==> src/rtl/led_user_turn_pkg.sv <==
//------------------------------------------------------------------------------
// led_user_turn_pkg : shared types and constants for the memory-game round sequencer
// Revision 1.0
//------------------------------------------------------------------------------
`default_nettype none

package led_user_turn_pkg;

  typedef enum logic [1:0] {
    IDLE  = 2'd0,
    SHOW  = 2'd1,
    INPUT = 2'd2
  } state_t;

  localparam logic [1:0] GAME_OVER = 2'd0;

  // Indexed by rounds remaining; round 0 is the game-over blank pattern.
  localparam logic [9:0] PATTERN [0:3] = '{10'h000, 10'h30F, 10'h0F0, 10'h2AA};

endpackage

`default_nettype wire

==> src/rtl/led_user_turn_adder.sv <==
//------------------------------------------------------------------------------
// adder_2bit : combinational 2-bit ripple-carry adder
// Revision 1.0
//------------------------------------------------------------------------------
`default_nettype none

module adder_2bit (
  input  logic [1:0] a,
  input  logic [1:0] b,
  input  logic       cin,
  output logic [1:0] sum,
  output logic       cout
);

  logic [2:0] w_carry;

  assign w_carry[0] = cin;

  generate
    for (genvar i = 0; i < 2; i++) begin : g_bit
      assign sum[i]       = a[i] ^ b[i] ^ w_carry[i];
      assign w_carry[i+1] = (a[i] & b[i]) | (w_carry[i] & (a[i] ^ b[i]));
    end
  endgenerate

  assign cout = w_carry[2];

endmodule

`default_nettype wire

==> src/rtl/led_user_turn.sv <==
//------------------------------------------------------------------------------
// led_user_turn : shows the round pattern, opens the input window, captures my_sol
// Revision 1.0
//------------------------------------------------------------------------------
`default_nettype none

module led_user_turn
  import led_user_turn_pkg::*;
#(
  parameter int unsigned LED_CYCLES  = 100_000_000,
  parameter int unsigned USER_CYCLES = 300_000_000,
  parameter int unsigned CNT_W       = 32
) (
  input  logic       clk,
  input  logic       reset,
  input  logic [1:0] testcase,
  input  logic [1:0] reg_score,
  input  logic       compare_turn_finish,
  input  logic [9:0] switch,
  output logic [9:0] led,
  output logic       led_is_finish,
  output logic       user_turn_finish,
  output logic [9:0] my_sol,
  output logic [1:0] testcase_next
);

  localparam logic [CNT_W-1:0] C_LED_CNT  = CNT_W'(LED_CYCLES);
  localparam logic [CNT_W-1:0] C_USER_CNT = CNT_W'(USER_CYCLES);
  localparam logic [CNT_W-1:0] C_ONE      = CNT_W'(1);

  state_t           r_state;
  state_t           w_state_nxt;
  logic [CNT_W-1:0] r_cnt;
  logic [CNT_W-1:0] w_cnt_nxt;
  logic             r_armed;
  logic             w_armed_nxt;
  logic [9:0]       r_led;
  logic [9:0]       w_led_nxt;
  logic [9:0]       r_my_sol;
  logic             r_led_is_finish;
  logic             w_lif_nxt;
  logic             r_user_turn_finish;
  logic             w_utf_nxt;
  logic             w_capture;
  logic [CNT_W-1:0] w_shifted;
  logic [CNT_W-1:0] w_dur;
  logic             w_cnt_last;
  logic             w_unused_cout;

  // Higher scores shorten the display, but it never drops below one cycle.
  assign w_shifted  = C_LED_CNT >> reg_score;
  assign w_dur      = (w_shifted == '0) ? C_ONE : w_shifted;
  assign w_cnt_last = (r_cnt == C_ONE);

  always_ff @(posedge clk or posedge reset) begin
    if (reset) begin
      r_state <= IDLE;
    end else begin
      r_state <= w_state_nxt;
    end
  end

  always_comb begin
    w_state_nxt = r_state;
    w_cnt_nxt   = r_cnt;
    w_armed_nxt = r_armed;
    w_lif_nxt   = 1'b0;
    w_utf_nxt   = 1'b0;
    w_capture   = 1'b0;
    case (r_state)
      IDLE: begin
        if ((r_armed || compare_turn_finish) && (testcase != GAME_OVER)) begin
          w_state_nxt = SHOW;
          w_cnt_nxt   = w_dur;
          w_armed_nxt = 1'b0;
        end
      end
      SHOW: begin
        w_cnt_nxt = r_cnt - C_ONE;
        if (w_cnt_last) begin
          w_state_nxt = INPUT;
          w_cnt_nxt   = C_USER_CNT;
          w_lif_nxt   = 1'b1;
        end
      end
      INPUT: begin
        w_cnt_nxt = r_cnt - C_ONE;
        if (w_cnt_last) begin
          w_state_nxt = IDLE;
          w_utf_nxt   = 1'b1;
          w_capture   = 1'b1;
        end
      end
      default: begin
        w_state_nxt = IDLE;
      end
    endcase
    // LED register follows the next state so the pattern is visible exactly while in SHOW.
    w_led_nxt = (w_state_nxt == SHOW) ? PATTERN[testcase] : 10'h000;
  end

  always_ff @(posedge clk or posedge reset) begin
    if (reset) begin
      r_cnt              <= '0;
      r_armed            <= 1'b1;
      r_led              <= 10'h000;
      r_my_sol           <= 10'h000;
      r_led_is_finish    <= 1'b0;
      r_user_turn_finish <= 1'b0;
    end else begin
      r_cnt              <= w_cnt_nxt;
      r_armed            <= w_armed_nxt;
      r_led              <= w_led_nxt;
      r_led_is_finish    <= w_lif_nxt;
      r_user_turn_finish <= w_utf_nxt;
      if (w_capture) begin
        r_my_sol <= switch;
      end
    end
  end

  assign led              = r_led;
  assign led_is_finish    = r_led_is_finish;
  assign user_turn_finish = r_user_turn_finish;
  assign my_sol           = r_my_sol;

  // testcase - 1 expressed as testcase + 2'b10 + 1 (mod 4).
  adder_2bit u_dec (
    .a    (testcase),
    .b    (2'b10),
    .cin  (1'b1),
    .sum  (testcase_next),
    .cout (w_unused_cout)
  );

endmodule

`default_nettype wire

==> config.mk <==
export PLATFORM = sky130hd
export DESIGN_NAME = led_user_turn
export DESIGN_NICKNAME = d
export VERILOG_FILES = /design/src/rtl/led_user_turn_pkg.sv /design/src/rtl/led_user_turn_adder.sv /design/src/rtl/led_user_turn.sv
export SDC_FILE = /design/constraint.sdc
export NUM_CORES = 1
export LEC_CHECK = 0
export ABC_AREA = 1
export BUFFER_PORTS_ARGS = -buffer_cell sky130_fd_sc_hd__buf_2
export CAP_MARGIN = 20
export CORE_ASPECT_RATIO = 1.2
export CORE_MARGIN = 2
export CORE_UTILIZATION = 45
export CTS_BUF_LIST = sky130_fd_sc_hd__clkbuf_4
export CTS_CLUSTER_DIAMETER = 30
export DETAILED_ROUTE_END_ITERATION = 10
export PLACE_DENSITY = 0.67
export REMOVE_ABC_BUFFERS = 1
export SYNTH_ARGS = -nofsm -noshare
export SYNTH_HDL_FRONTEND = slang
export SYNTH_SLANG_ARGS = --single-unit
==> constraint.sdc <==
create_clock -name clk -period 1.7 [get_ports clk]
set_input_delay 0.17 -clock clk [delete_from_list [all_inputs] [get_ports clk]]
set_output_delay 0.17 -clock clk [all_outputs]
set_load 0.02 [all_outputs]
==> impl_metrics.tcl, run 1 <==
set metrics [dict create \
    cp_max_fo 6 \
    fmax_ghz 0.563 \
    drt_iter0_markers 206 \
    critPathMaxStageDelay_ps 470 \
    fin_crit_ps 1770 \
    dp.cells 651 \
    irDropWorstVdd_uv 459 \
    total_power_mw 3.16 \
    yosysTopAreaCell "dfrtp_1" \
    post_layout_nonfiller_instances 697 \
    avgSynthCellArea_um2 7.36 \
    ys_warn_count 0 \
    path_clk_slew_ps 180 \
    fin_util_pct 72.1 \
    synth_area_um2 3350 \
    rsz0062_at_grt "yes" \
    first_global_vias 3531 \
    syn2layout_area_growth_pct 55.8 \
    slowest_stage "dfrtp_1" \
    cp_common_cell "buf_4" \
    place_hpwl_um 7690 \
    maxCapViolations 0 \
    finalSetupTns_ps -773 \
    io_pins 41 \
    die_w_um 82.7 \
    antenna_found_initial 0 \
    wl_per_cell_um 16.5 \
    routabilityCongestion 0.931 \
    grt_start_max_net_pins 33 \
    violations "negative setup slack" \
    seqCellArea_um2 1280 \
    nets 632 \
    yosysMostFrequentCell "nand2_1" \
    path_class "reg -> reg" \
    ys_seq_elements 51 \
    htreeDepth 2 \
    die_h_um 98.5 \
    drcViolationCount 0 \
    n_antenna_cell 0 \
    synthTopCellsByCount "125 x nand2_1, 66 x nor2_1, 52 x inv_1" \
    netlist_instances 455 \
    vias 3670 \
    via_per_inst 5.27 \
    start_util_pct 46.3 \
    clock_path_buffers 2 \
    synth_edf_count 0 \
    post_route_cells_drive_above_1_share_pct 50.2 \
    clock_latency_ps 410 \
    slew_headroom_pct 71.3 \
    rows 34 \
    synthTopCellsByArea "dfrtp_1 37%, nand2_1 14%, nor2_1 7.4%" \
    pre_cts_slack_ps -145 \
    drtAntennaViolNets 0 \
    path_buf_inv 3 \
    core_area_um2 7230 \
    ctsRootBufferMaster "clkbuf_4" \
    worst_pin_slew_ps 430 \
    cts_buffers 5 \
    setup_viol 26 \
    die_area_um2 8150 \
    grt_use_total_pct 26.9 \
    critPathLaunchType "flop" \
    cts_tree "yes" \
    cts.sinks 51 \
    dr.pass1.iters 6 \
    p_leak_nw 2.61 \
    hold_viol 0 \
    hold_path_class "in -> reg" \
    fill_cells 546 \
    routed_wl_um 11500 \
    path_cells "buf_4 -> ha_1 -> inv_2 -> o21ai_4 -> buf_4 -> nor3_2 -> xor2_1 -> nor2_1" \
    crit_path_end_kind "flop" \
    cpLargestDelayFamily "flip-flops" \
    layout_setup_ws_ps -75.0 \
    ys_types 39 \
    powerDensity_nw_per_um2 605 \
    port-buffer-count 40 \
    ys_seq_area_share_pct 38.2 \
    synth_flop_cell "dfrtp_1" \
    status "finished with violations" \
    gr-total-overflow 0 \
    multiInputGateArea_um2 2330 \
    synthArstFlopShare_pct 100 \
    clock_skew_ps 16.2 \
    synth_top_area_share_pct 37.4 \
    min_period_over_period_pct 104 \
    worst_ep_required_time_ps 2020 \
    critPathArrivalTime_ps 2100 \
    slew_viol_final 0 \
    grt_pass1_wl_um 16600 \
]
## final timing paths
| path | start | end | slack, ps | cells past startpoint |
|---|---|---|---|---|
| worst max-delay path | r_state[1] | r_cnt[31] | -70 | 8 |
| worst max register to register | r_state[1] | r_cnt[31] | -70 | 8 |
| min in group asynchronous | reset | led[7] | 310 | 3 |
| worst min-delay path | testcase[1] | led[7] | 30 | 3 |
| max in group asynchronous | reset | r_cnt[0] | 870 | 4 |
| worst min register to register | r_armed | r_armed | 460 | 2 |
## layout by cell type, fill, tap and decap left out, drive strengths merged
cell type,instances
ha,9
xor2,11
nor4,2
a22oi,6
or2,3
a21oi,17
nor3,5
nor2,90
nand3,25
dfrtp,50
a21boi,1
xnor2,4
nand2,136
clkbuf,6
buf,143
nand3b,1
dlygate4sd3,11
o22ai,3
inv,56
a31oi,1
nand4,8
o21ai,12
clkinvlp,1
o211ai,1
clkinv,2
dfstp,1
a211oi,2
## report_power, final
part	switching, mW	internal, mW
Sequential	0.131	1.33
Clock	0.485	0.178
Combinational	0.529	0.508
## logic make-up (layout without fill, tap and decap cells)
group / count (synthesis) / count (layout) / synth area share, %
AND/OR/NAND/NOR: 270 / 270 / 38.1
buffers and inverters: 67 / 219 / 8.45
flip-flops: 51 / 51 / 38.2
AO/OA/AOI/OAI: 43 / 43 / 8.03
XOR/XNOR: 15 / 15 / 3.92
adder cells (fa/ha/maj): 9 / 9 / 3.36
## registers in the layout (all words and copies together) (netlist names)
| signal | cells |
|---|---|
| my_sol | 10 |
| user_turn_finish | 1 |
| led | 4 |
| led_is_finish | 1 |
| r_armed | 1 |
| r_cnt | 32 |
| r_state | 2 |
## through the flow
stage | instance area, µm² | hold WS, ps
after global placement | 4220 | 187
after detailed placement | 4220 | 201
after CTS | 4640 | 28.8
final | 5220 | 29.2
after floorplan | 3280 | 287
after global routing | 5220 | 58.5
## per-layer routing
metal / part of all wire, % / global-route usage [%]
met3: 6.1 / 4.21
met2: 52 / 46.6
met1: 36 / 30.9
met5: 0 / 0
met4: 5.7 / 14.5
## worst reg2reg max path, cell delays in order, from the launching register on
cell and delay [ps]:
dfrtp_1 470, buf_4 160, ha_1 200, inv_2 100
o21ai_4 80, buf_4 180, nor3_2 220, xor2_1 220
nor2_1 70
## what timing repair did
item                                    in CTS  in global routing
hold buffers                                11                  0
endpoints found under the setup margin      36                 47
endpoints found under the hold margin       28                  0
buffers inserted                            14                 11
pin swaps                                   14                 39
gates resized for setup                     41                120
cloned                                       1                  1
## area by class of cell
class / instances / area share, %
multi-input combinational: 337 / 44.7
inverter: 56 / 4.15
tap: 90 / 2.16
clock buffer: 5 / 0.719
sequential: 51 / 24.6
timing repair buffer: 155 / 23.1
clock inverter: 3 / 0.552
(Power assumes the default switching activity.)
==> inputs of run 2 (changes only) <==
--- a/config.mk
+++ b/config.mk
@@ -14,6 +14,7 @@
 export CTS_BUF_LIST = sky130_fd_sc_hd__clkbuf_4
 export CTS_CLUSTER_DIAMETER = 30
 export DETAILED_ROUTE_END_ITERATION = 10
+export HOLD_SLACK_MARGIN = 0.12
 export PLACE_DENSITY = 0.67
 export REMOVE_ABC_BUFFERS = 1
 export SYNTH_ARGS = -nofsm -noshare
==> impl_metrics.tcl, run 2 (same netlist as run 1, synthesis figures left out) <==
set metrics [dict create \
    total_power_mw 3.15 \
    layout_setup_ws_ps -109 \
    rows 34 \
    clock_path_buffers 2 \
    path_class "reg -> reg" \
    grt_pass1_wl_um 16700 \
    rr_worst_depth 8 \
    wl_per_cell_um 16.7 \
    die_w_um 82.7 \
    rr_endpoint "r_cnt[31]" \
    final_common_cell "nand2_1" \
    violations "negative setup slack" \
    r2r_start "r_cnt[14]" \
    vias 3747 \
    crit_path_end_kind "flop" \
    dr.pass1.iters 5 \
    gr-max-usage-layer "met2" \
    grt_start_max_net_pins 33 \
    antenna_found_initial 0 \
    status "finished with violations" \
    worst_pin_slew_ps 428 \
    core_area_um2 7230 \
    clock_skew_ps 17.3 \
    first_global_vias 3536 \
    min_period_over_period_pct 106 \
    post_route_cells_drive_above_1_share_pct 51.0 \
    drt_iter0_markers 210 \
    port-buffer-count 40 \
    gr-total-overflow 0 \
    drtAntennaViolNets 0 \
    grt_use_total_pct 27.0 \
    cts_buffers 5 \
    rsz0062_at_grt "yes" \
    crit_path_start "r_cnt[14]" \
    die_h_um 98.5 \
    cp_max_fo 4 \
    final_cell_mix "93 x nand2_1, 90 x buf_4, 47 x dfrtp_1" \
    hold_viol 0 \
    routabilityCongestion 0.931 \
    top_register "r_cnt" \
    fmax_ghz 0.553 \
    irDropWorstVdd_uv 469 \
    path_clk_slew_ps 180 \
    via_per_inst 5.34 \
    slew_viol_final 0 \
    start_util_pct 46.3 \
    cts_tree "yes" \
    use_met3_pct 4.21 \
    worst_ep_required_time_ps 2020 \
    gr-usage-met2_pct 46.8 \
    setup_viol 21 \
    fin_crit_ps 1810 \
    place_hpwl_um 7690 \
    hold_ws_ps 143 \
    slew_headroom_pct 71.5 \
    met1_usage_pct 31.0 \
    ctsRootBufferMaster "clkbuf_4" \
    hold_path_class "in -> reg" \
    critPathArrivalTime_ps 2120 \
    p_leak_nw 2.66 \
    drcViolationCount 0 \
    n_antenna_cell 0 \
    powerDensity_nw_per_um2 594 \
    endpoint "r_cnt[31]" \
    routed_wl_um 11700 \
    clock_latency_ps 400 \
    htreeDepth 2 \
    nets 637 \
    rrSetupSlack_ps -110 \
    critPathLaunchType "flop" \
    maxCapViolations 0 \
    cts.sinks 51 \
    syn2layout_area_growth_pct 58.5 \
    largest_reg_flops 32 \
    io_pins 41 \
    die_area_um2 8150 \
    fill_cells 527 \
]
## run 2: cell count changes in the layout (fill, tap and decap cells not counted), moves of 2 or more
cell           delta
inv_2             -2
nand2_4           +2
dlygate4sd3_1     +2
nor2_4            +2
nor2_1            -2
nand2_2           -2
buf_4             +4
## run 2: power by group
group / switching, mW / leakage, nW / internal, mW
registers: 0.133 / 0.559 / 1.33
clock network: 0.464 / 0.0373 / 0.178
logic: 0.530 / 2.06 / 0.520
total: 1.13 / 2.66 / 2.03
## run 2: per-stage QoR
step / utilization [%] / instances / worst slack (ps) / cell area (µm²) / TNS [ps]
2_1_floorplan: - / 444 / -71.5 / 3280 / -315
4_1_cts: 64.4 / 687 / 3.32 / 4660 / 0
6_report: 73.4 / 702 / -109 / 5310 / -588
5_1_grt: 73.4 / 702 / -196 / 5310 / -3910
3_3_place_gp: 58.3 / 651 / -110 / 4220 / -596
3_5_place_dp: 58.3 / 651 / -145 / 4220 / -1150
## run 2: layout make-up
class,count,area (µm²),area share [%]
tap,90,113,2.12
timing repair buffer,160,1250,23.5
multi-input combinational,337,2380,44.9
clock inverter,3,28.8,0.542
clock buffer,5,37.5,0.707
sequential,51,1280,24.1
inverter,56,219,4.13
## run 2: worst min path at each step
stage | slack [ps] | start | to | cells after the start
finish | 140 | testcase[1] | led[6] | 4
global route | 170 | testcase[1] | led[6] | 4
CTS | 130 | testcase[1] | led[6] | 4
detailed placement | 200 | reset | my_sol[1] | 2
global placement | 190 | reset | led_is_finish | 2
floorplan | 290 | switch[0] | my_sol[0] | 2
## run 2: repair_timing
item                                    CTS  global route
endpoints found under the hold margin    32             0
buffers inserted                         14            14
hold buffers                             13             0
cloned                                    1             1
gates resized for setup                  41           130
pin swaps                                14            39
endpoints found under the setup margin   36            47
## run 2: metal layers
layer  share of wire, %  routed length, µm
met5                  0                  0
met4                6.5                757
met3                5.6                653
met2                 51               6000
met1                 37               4290
## run 2: critical path, stage by stage (launching register included)
cell	delay, ps
dfrtp_1	440
buf_4	150
nor2_1	200
nand2_1	130
nor2_4	180
nand3_2	130
nor3_2	190
xor2_1	230
nor2_1	70
